===== src/rtl/lsu_mc.sv =====
`default_nettype none
// lsu_mc: MEM-stage load/store unit: region decode, byte lanes, load align/extend, dmem latency stall.
// Revision 1.0 - initial release
module lsu_mc #(
  parameter int          ADDR_W    = 16,
  parameter logic [31:0] DMEM_BASE = 32'h2000,
  parameter logic [31:0] DMEM_LAST = 32'h3FFF,
  parameter logic [31:0] OPER_BASE = 32'h7000,
  parameter logic [31:0] OPER_LAST = 32'h703F,
  parameter logic [31:0] IPER_BASE = 32'h7800,
  parameter logic [31:0] IPER_LAST = 32'h781F,
  parameter int          DMEM_LAT  = 2
) (
  input  logic              i_clk,
  input  logic              i_rst_n,
  input  logic              i_req,
  input  logic              i_lsu_wren,
  input  logic [2:0]        i_lsu_op,
  input  logic [31:0]       i_lsu_addr,
  input  logic [31:0]       i_st_data,
  output logic [31:0]       o_ld_data,
  output logic              o_ld_valid,
  output logic              o_stall,
  output logic              o_misalign,
  output logic              o_dmem_req,
  output logic              o_dmem_wren,
  output logic [ADDR_W-3:0] o_dmem_addr,
  output logic [3:0]        o_dmem_bmask,
  output logic [31:0]       o_dmem_wdata,
  input  logic [31:0]       i_dmem_rdata,
  output logic [ADDR_W-1:0] o_per_addr,
  output logic [31:0]       o_per_wdata,
  output logic [3:0]        o_per_bmask,
  output logic              o_oper_wren,
  input  logic [31:0]       i_oper_rdata,
  input  logic [31:0]       i_iper_rdata
);

  localparam int CNT_W = $clog2(DMEM_LAT + 1);

  typedef enum logic [1:0] {
    S_IDLE = 2'd0,
    S_WAIT = 2'd1,
    S_RESP = 2'd2
  } state_t;

  state_t           r_state;
  logic [CNT_W-1:0] r_cnt;
  logic [2:0]       r_op;
  logic [1:0]       r_off;

  logic [ADDR_W-1:0] w_a;
  logic [ADDR_W-1:0] w_rel;
  logic [1:0]        w_off;
  logic              w_in_dmem;
  logic              w_in_oper;
  logic              w_in_iper;
  logic              w_misal;
  logic              w_act;
  logic              w_dload;
  logic [3:0]        w_bmask;
  logic [31:0]       w_wdata;
  logic              w_unused;

  function automatic logic [31:0] f_extract(input logic [31:0] rdata,
                                            input logic [2:0]  op,
                                            input logic [1:0]  off);
    logic [31:0] lane;
    lane = rdata >> {off, 3'b000};
    case (op)
      3'b000:  f_extract = {{24{lane[7]}}, lane[7:0]};
      3'b001:  f_extract = {{16{lane[15]}}, lane[15:0]};
      3'b100:  f_extract = {24'h0, lane[7:0]};
      3'b101:  f_extract = {16'h0, lane[15:0]};
      default: f_extract = lane;
    endcase
  endfunction

  assign w_a   = i_lsu_addr[ADDR_W-1:0];
  assign w_off = i_lsu_addr[1:0];
  assign w_rel = w_a - DMEM_BASE[ADDR_W-1:0];

  assign w_in_dmem = (w_a >= DMEM_BASE[ADDR_W-1:0]) && (w_a <= DMEM_LAST[ADDR_W-1:0]);
  assign w_in_oper = (w_a >= OPER_BASE[ADDR_W-1:0]) && (w_a <= OPER_LAST[ADDR_W-1:0]);
  assign w_in_iper = (w_a >= IPER_BASE[ADDR_W-1:0]) && (w_a <= IPER_LAST[ADDR_W-1:0]);

  // op[1] selects word size; op[0] halfword; op[2] only affects load extension
  assign w_misal = (i_lsu_op[1] && (w_off != 2'b00)) ||
                   (!i_lsu_op[1] && i_lsu_op[0] && w_off[0]);

  // Reset gates acceptance so a held instruction cannot re-raise stall while rst_n is low
  assign w_act   = i_req && i_rst_n && (r_state == S_IDLE);
  assign w_dload = w_act && !w_misal && w_in_dmem && !i_lsu_wren;

  always_comb begin
    w_bmask = 4'b1111;
    w_wdata = i_st_data;
    if (!i_lsu_op[1]) begin
      if (i_lsu_op[0]) begin
        w_bmask = 4'b0011 << w_off;
        w_wdata = {2{i_st_data[15:0]}};
      end else begin
        w_bmask = 4'b0001 << w_off;
        w_wdata = {4{i_st_data[7:0]}};
      end
    end
  end

  assign o_dmem_addr  = w_rel[ADDR_W-1:2];
  assign o_dmem_wdata = w_wdata;
  assign o_per_addr   = w_a;
  assign o_per_wdata  = w_wdata;
  assign o_per_bmask  = w_bmask;

  always_comb begin
    o_ld_valid   = 1'b0;
    o_ld_data    = 32'h0;
    o_stall      = 1'b0;
    o_misalign   = 1'b0;
    o_dmem_req   = 1'b0;
    o_dmem_wren  = 1'b0;
    o_dmem_bmask = 4'b0000;
    o_oper_wren  = 1'b0;
    case (r_state)
      S_IDLE: begin
        if (w_act) begin
          if (w_misal) begin
            o_misalign = 1'b1;
            o_ld_valid = !i_lsu_wren;
          end else if (w_in_dmem) begin
            o_dmem_req   = 1'b1;
            o_dmem_wren  = i_lsu_wren;
            o_dmem_bmask = w_bmask;
            o_stall      = !i_lsu_wren;
          end else if (w_in_oper) begin
            if (i_lsu_wren) begin
              o_oper_wren = 1'b1;
            end else begin
              o_ld_valid = 1'b1;
              o_ld_data  = f_extract(i_oper_rdata, i_lsu_op, w_off);
            end
          end else if (w_in_iper) begin
            if (!i_lsu_wren) begin
              o_ld_valid = 1'b1;
              o_ld_data  = f_extract(i_iper_rdata, i_lsu_op, w_off);
            end
          end else begin
            o_ld_valid = !i_lsu_wren;
          end
        end
      end
      S_WAIT: o_stall = 1'b1;
      S_RESP: begin
        o_ld_valid = 1'b1;
        o_ld_data  = f_extract(i_dmem_rdata, r_op, r_off);
      end
      default: ;
    endcase
  end

  always_ff @(posedge i_clk or negedge i_rst_n) begin
    if (!i_rst_n) begin
      r_state <= S_IDLE;
      r_cnt   <= '0;
      r_op    <= 3'b000;
      r_off   <= 2'b00;
    end else begin
      case (r_state)
        S_IDLE: begin
          if (w_dload) begin
            r_op    <= i_lsu_op;
            r_off   <= w_off;
            r_cnt   <= CNT_W'(1);
            r_state <= (DMEM_LAT == 1) ? S_RESP : S_WAIT;
          end
        end
        S_WAIT: begin
          r_cnt <= r_cnt + CNT_W'(1);
          if (r_cnt == CNT_W'(DMEM_LAT - 1)) r_state <= S_RESP;
        end
        S_RESP: begin
          r_cnt   <= '0;
          r_state <= S_IDLE;
        end
        default: r_state <= S_IDLE;
      endcase
    end
  end

  assign w_unused = ^{i_lsu_addr, w_rel[1:0]};

endmodule
`default_nettype wire

===== config.mk =====
export PLATFORM = sky130hd
export DESIGN_NAME = lsu_mc
export DESIGN_NICKNAME = d
export VERILOG_FILES = /design/src/rtl/lsu_mc.sv
export SDC_FILE = /design/constraint.sdc
export NUM_CORES = 1
export LEC_CHECK = 0
export ABC_AREA = 1
export CAP_MARGIN = 10
export CORE_MARGIN = 5
export CORE_UTILIZATION = 34
export CTS_BUF_LIST = sky130_fd_sc_hd__clkbuf_4
export DETAILED_ROUTE_END_ITERATION = 8
export GPL_TIMING_DRIVEN = 0
export PLACE_DENSITY = 0.85
export SKIP_CTS_REPAIR_TIMING = 1
export SLEW_MARGIN = 15
export SYNTH_ARGS = -nofsm -noshare
export SYNTH_HDL_FRONTEND = slang
export SYNTH_SLANG_ARGS = --single-unit

===== constraint.sdc =====
create_clock -name i_clk -period 2.3 [get_ports i_clk]
set_clock_uncertainty 0.15 [all_clocks]
set_input_delay 0.575 -clock i_clk [delete_from_list [all_inputs] [get_ports i_clk]]
set_output_delay 0.575 -clock i_clk [all_outputs]
set_load 0.05 [all_outputs]

---- Word level (Yosys, flattened, before mapping) ----
Index checks and enable logic that the tools add are counted.
storage, ports and cells
  flip-flop bits (word level) ............. 9
  logic and storage cells ................. 102
operators by class
  multiplexer cells ....................... 51
  $add $sub $neg .......................... 2
  reduce and logical (&&, ||, !) cells .... 23
  eq/ne operators ......................... 11
  shift-type cells ........................ 5
  magnitude comparators ................... 6
operator list
  kind                                                                 count
  case mux 32 bit (4 select lines)                                     3
  2-to-1 mux 32 bit                                                    9
  >> shifter 32 x 5 -> 32 bit                                          3
  case mux 32 bit (2 select lines)                                     1
  greater-or-equal comparator 16 x 15 -> 1 bit, second input constant  2
  less-or-equal comparator 16 x 15 -> 1 bit, second input constant     2
  2-to-1 mux 1 bit                                                     26
  2-to-1 mux 4 bit                                                     6
  greater-or-equal comparator 16 x 14 -> 1 bit, second input constant  1
  less-or-equal comparator 16 x 14 -> 1 bit, second input constant     1
  subtractor 16 x 14 -> 16 bit, second input constant                  1
  == test 3 bit, second input constant                                 4
  logical AND 1 bit                                                    11
  == test 3 x 1 -> 1 bit, second input constant                        2
  logical NOT 3 bit                                                    2
  case mux 2 bit (3 select lines)                                      1
  AND reduction 2 bit                                                  3
  == test 2 x 1 -> 1 bit, second input constant                        2
  2-to-1 mux 2 bit                                                     2
  != test 2 bit, second input constant                                 2
  case mux 1 bit (2 select lines)                                      2
  case mux 2 bit (2 select lines)                                      1
  << shifter 1 x 2 -> 4 bit, first input constant                      1
  << shifter 2 x 2 -> 4 bit, first input constant                      1
  other kinds (7)                                                      9

---- Depth between registers and ports, before layout ----
  depth in word-level cells ............... 10
  mapped depth ............................ 13

---- Worst setup path before layout ----
No wires, ideal clock.
  path kind ............................... input port to output port
  start point ............................. input i_lsu_addr[1]
  end point ............................... output o_dmem_bmask[0]
  slack ................................... -1.075 ns
  path buffers ............................ 1
  data required time ...................... 1.575 ns
  cell stages on the path ................. 6
  arrival time ............................ 2.650 ns
  cells stage by stage .................... buf_6 nor2_8 o21ai_2 nor3_2 inv_1 a21oi_1
on the way
  cells in the longest elaborated chain, start to end .. 7
ends and longest elaborated chain
  element                                                                               line  source
  from (decl)                                                                           19    input logic [31:0] i_lsu_addr,
  branches (longest 4 deep; another with greater-or-equal comparator 16 x 14 -> 1 bit)  -
  2-to-1 mux 4 bit *                                                                    127   if (w_misal) begin
  2-to-1 mux 4 bit *                                                                    126   if (w_act) begin
  2-to-1 mux 4 bit *                                                                    124   case (r_state)
  to (decl)                                                                             28    output logic [3:0] o_dmem_bmask,
Mark *: on every way between the ends.

---- Final worst setup path ----
  start point ............................. input i_lsu_addr[15]
  end point ............................... output o_ld_data[2]
on the way
  cells in the longest elaborated chain, start to end .. 8
ends and longest elaborated chain
  element                                                                                                    line  source
  greater-or-equal comparator 16 x 15 -> 1 bit or less-or-equal comparator 16 x 15 -> 1 bit (tied branches)  85    assign w_in_iper = (w_a >= IPER_BASE[ADDR_W-1:0]) && (w_a <= IPER_LAST[ADDR_W-1:0]);
  logical AND 1 bit                                                                                          85
  2-to-1 mux 32 bit                                                                                          142   end else if (w_in_iper) begin
  2-to-1 mux 32 bit                                                                                          135   end else if (w_in_oper) begin
  2-to-1 mux 32 bit *                                                                                        130   end else if (w_in_dmem) begin
  2-to-1 mux 32 bit *                                                                                        127
  2-to-1 mux 32 bit *                                                                                        126
  case mux 32 bit (2 select lines) *                                                                         124
  to (decl)                                                                                                  21    output logic [31:0] o_ld_data,
Every way passes the cells marked *; elsewhere a longest branch is shown, timed or not.

==> summary.txt <==
Detailed routing
  • Routed via count divided by cell count: 5.58
  • Length of the first detailed-routing pass in iterations: 6
  • DRC violations left: 0
  • ANT nets after route: 0
  • Detailed router's first-iteration violation count: 1072
  • WL/cell: 20.8 um
  • Via total after detailed routing: a little under 8000
  • Final routed wirelength across all metal layers: slightly below 30000 um

Global route
  • Number of antenna violations at the first check in global routing: 0
  • Maximum number of pins on one net before global-route repair: 11
  • Total grt overflow: 0
  • Global-route wire length before repair: about 37000 um
  • Vias in the first global route: 6766
  • Overall track demand over capacity in global routing: ~28%

Worst setup path
  • Minimum setup slack among reg-to-reg paths: 0.19 ns
  • Required time at the worst-slack endpoint: 1.57 ns
  • Worst reg2reg startpoint: r_state[1]$_DFFE_PN0P_
  • Critical-path cell with the highest stage delay: sky130_fd_sc_hd__nor3_4
  • Cell breakdown of the critical path: buf_2 -> inv_4 -> nand3_4 -> nor3_4 -> nand2_2 -> nand2_4 -> inv_8 -> o211ai_1 -> nand2_2 -> buf_6
  • Capture instance of the worst register-to-register path: r_state[0]$_DFFE_PN0P_
  • CP startpoint: i_lsu_addr[15]
  • Kind of launch point of the worst setup path: input pin
  • Timing endpoint of the critical path: o_ld_data[2]
  • Worst R2R Path Depth: 10
  • CP Class: in2out
  • Max incr delay on CP: 0.33 ns
  • Arrival time at the worst endpoint: around 2.1 ns
  • CP endpoint kind: output port
  • Cell type with the highest occurrence count on the critical path: sky130_fd_sc_hd__nand2_2
  • Highest net fanout along the worst path: 6

STA
  • Final Slew Violations: 0
  • Actual slew at the worst max-slew pin: 0.574 ns
  • Unrepaired setup endpoints after global routing: true
  • Post-route worst hold slack: between 0.015 and 0.02 ns
  • Final Worst Setup Slack: -0.569 ns
  • Final hold vios: 0
  • Max frequency: between 0.3 and 0.4 GHz
  • Total of endpoints with negative setup slack in the final report: 64
  • Worst slew margin relative to its limit: 61.7%
  • Final worst path period need: approximately 2.9 ns
  • Final Cycle Share: 125%

Synthesis
  • Share of cell area taken by muxes after synthesis: 1.74%
  • Compound-Gate Fraction of Synth Area: 20.1%
  • Post-synthesis simple-gate area fraction: 47.2%
  • Synth Area in Adders: under 10%
  • Number of enable flip-flop cells after synthesis: 0
  • Count of unique library cells instantiated by Yosys: 36
  • Post-synth design cell area: 0.00459 mm2
  • Number of flip-flops and latches in the synthesized netlist: 9
  • Share of synthesized area occupied by flip-flops and latches: 4.91%
  • Average cell area after synthesis: 5.19 um2
  • Number of cells produced by synthesis: between 800 and 900
  • Leading register cell type out of synthesis: sky130_fd_sc_hd__dfrtp_1
  • Async set-reset flop share out of synthesis: 100%
  • Warnings from Yosys: 0
  • Synthesized-area fraction occupied by xor and xnor cells: less than 1%
  • Largest family of logic cells by synthesized area: simple AND/OR/NAND/NOR gates
  • Syn Nets: around 1100

Run status
  • Violated checks: negative setup slack
  • Run status: finished with violations

Clock tree
  • Clock buffers created by TritonCTS: 3
  • Number of buffers on the longest clock path: 2
  • Number of H-tree branching levels: 1
  • CTS clk-pin slew, worst paths: about 0.070 ns
  • Clock tree from TritonCTS: yes
  • Insertion delay of the later-clocked pin in the worst-skew pair: between 0.2 and 0.3 ns
  • Clk sinks: 9
  • Clock root buffer: sky130_fd_sc_hd__clkbuf_4

Pwr
  • Largest voltage drop on the vdd net: 268 uV
  • P_leak: 5.43 nW
  • Power Dens Cells: 405 mW/mm2

Floorplan
  • Total number of placement rows: 42
  • Total core area: 0.0132 mm2
  • Die W: 126 um
  • Die footprint: around 0.016 mm2
  • Die height: 126 um
  • Number of top-level pins: 307
  • Initial standard-cell utilization of the core: 34.7%

Flow run
  • Max cap viols: 0

Layout
  • Number of nets in the layout: 1424
  • Final cell count without fillers: 1425
  • Leading cell types in the layout, fill and taps excluded: 230 x sky130_fd_sc_hd__nand2_1, 118 x sky130_fd_sc_hd__buf_4, 96 x sky130_fd_sc_hd__clkdlybuf4s50_1
  • Antenna fix cells: 0
  • Fraction of final layout cells with drive strength greater than 1: 49.1%
  • Area growth from synthesis to layout: 137%
  • Leading cell type in the layout, fill and taps excluded: sky130_fd_sc_hd__nand2_1

Placed design
  • DP Cell Count: 1349
  • Final weighted congestion of routability-driven global placement: 1.00
  • DP Wirelength: 20200 um
  • Count of port buffers added during placement: 288
  • Worst slack after detailed placement: -1.99 ns

Hold path
  • Class of the tightest hold or removal check: in2async
## kinds of logic (layout without fill, tap and decap cells)
family          count (synthesis)  in the layout
compound gates                169            169
xor+xnor                        1              1
fa+ha+maj                       7              7
buf+inv                       196            559
flops                           9              9
mux                             8              8
simple gates                  495            496
## worst min-delay path by stage
stage,start,endpoint,slack [ns],cells past startpoint
detailed placement,r_op[2]$_DFFE_PN0P_,r_op[2]$_DFFE_PN0P_,0.35,2
global route,i_rst_n,r_op[2]$_DFFE_PN0P_,0.03,1
global placement,r_cnt[1]$_DFFE_PN0P_,r_cnt[1]$_DFFE_PN0P_,0.33,2
floorplan,i_rst_n,r_cnt[0]$_DFFE_PN0P_,0.13,0
CTS,r_op[2]$_DFFE_PN0P_,r_op[2]$_DFFE_PN0P_,0.37,2
finish,i_rst_n,r_off[1]$_DFFE_PN0P_,0.02,1
## registers in the layout, summed over array words and instances, names as in the netlist
name / count
r_cnt: 2
r_off: 2
r_state: 2
r_op: 3
## metal layers
metal	track usage, %	up-vias	routed length (um)
met1	39.6	3643	11000
met3	4.70	128	2990
met2	46.8	638	14400
met4	2.90	0	1220
li1	-	3548	-
met5	0	-	0
## worst max-delay path: cells and delay by family
family / cells / cell delay [ns]
AO/OA/AOI/OAI: 1 / 0.21
buffers and inverters: 4 / 0.51
AND/OR/NAND/NOR: 5 / 0.83
## power by group
part	internal (mW)	switching [mW]
Combinational	1.61	2.44
Sequential	0.200	0.0463
Clock	0.0644	0.0645
## per-stage QoR
step / cell area [um2] / TNS [ns] / utilization (%) / power, mW
after floorplan: 5680 / -9.98 / - / 2.37
after global placement: 8780 / -166.87 / 66.3 / 3.38
after detailed placement: 8780 / -168.80 / 66.3 / 3.41
after CTS: 8810 / -167.06 / 66.5 / 3.55
after global routing: 10900 / -22.02 / 82.3 / 4.60
final: 10900 / -19.03 / 82.3 / 4.42
## cells in the mapped netlist (6+ instances only)
master	n	area, um2
sky130_fd_sc_hd__nand2_1	326	1220
sky130_fd_sc_hd__ha_1	7	87.6
sky130_fd_sc_hd__nand3_1	103	515
sky130_fd_sc_hd__mux2i_1	8	80.1
sky130_fd_sc_hd__o211ai_1	23	173
sky130_fd_sc_hd__buf_4	72	541
sky130_fd_sc_hd__nor2_1	42	158
sky130_fd_sc_hd__buf_6	8	90.1
sky130_fd_sc_hd__nand2_2	6	37.5
sky130_fd_sc_hd__o21ai_1	8	40.0
sky130_fd_sc_hd__buf_2	19	95.1
sky130_fd_sc_hd__a21oi_1	37	185
sky130_fd_sc_hd__o21ai_0	95	475
sky130_fd_sc_hd__inv_1	66	248
sky130_fd_sc_hd__dfrtp_1	9	225
sky130_fd_sc_hd__clkbuf_1	20	75.1
## area by class of cell
type                            instances  area [um2]
Sequential cell                         9         225
Timing Repair inverter                  1        6.26
Clock buffer                            3        22.5
Clock inverter                          1        5.00
Buffer                                118        1110
Timing Repair Buffer                  362        3940
Inverter                               74         355
Fill cell                             792        2340
Tap cell                              176         220
Multi-Input combinational cell        681        5020
(Power assumes the default switching activity.)
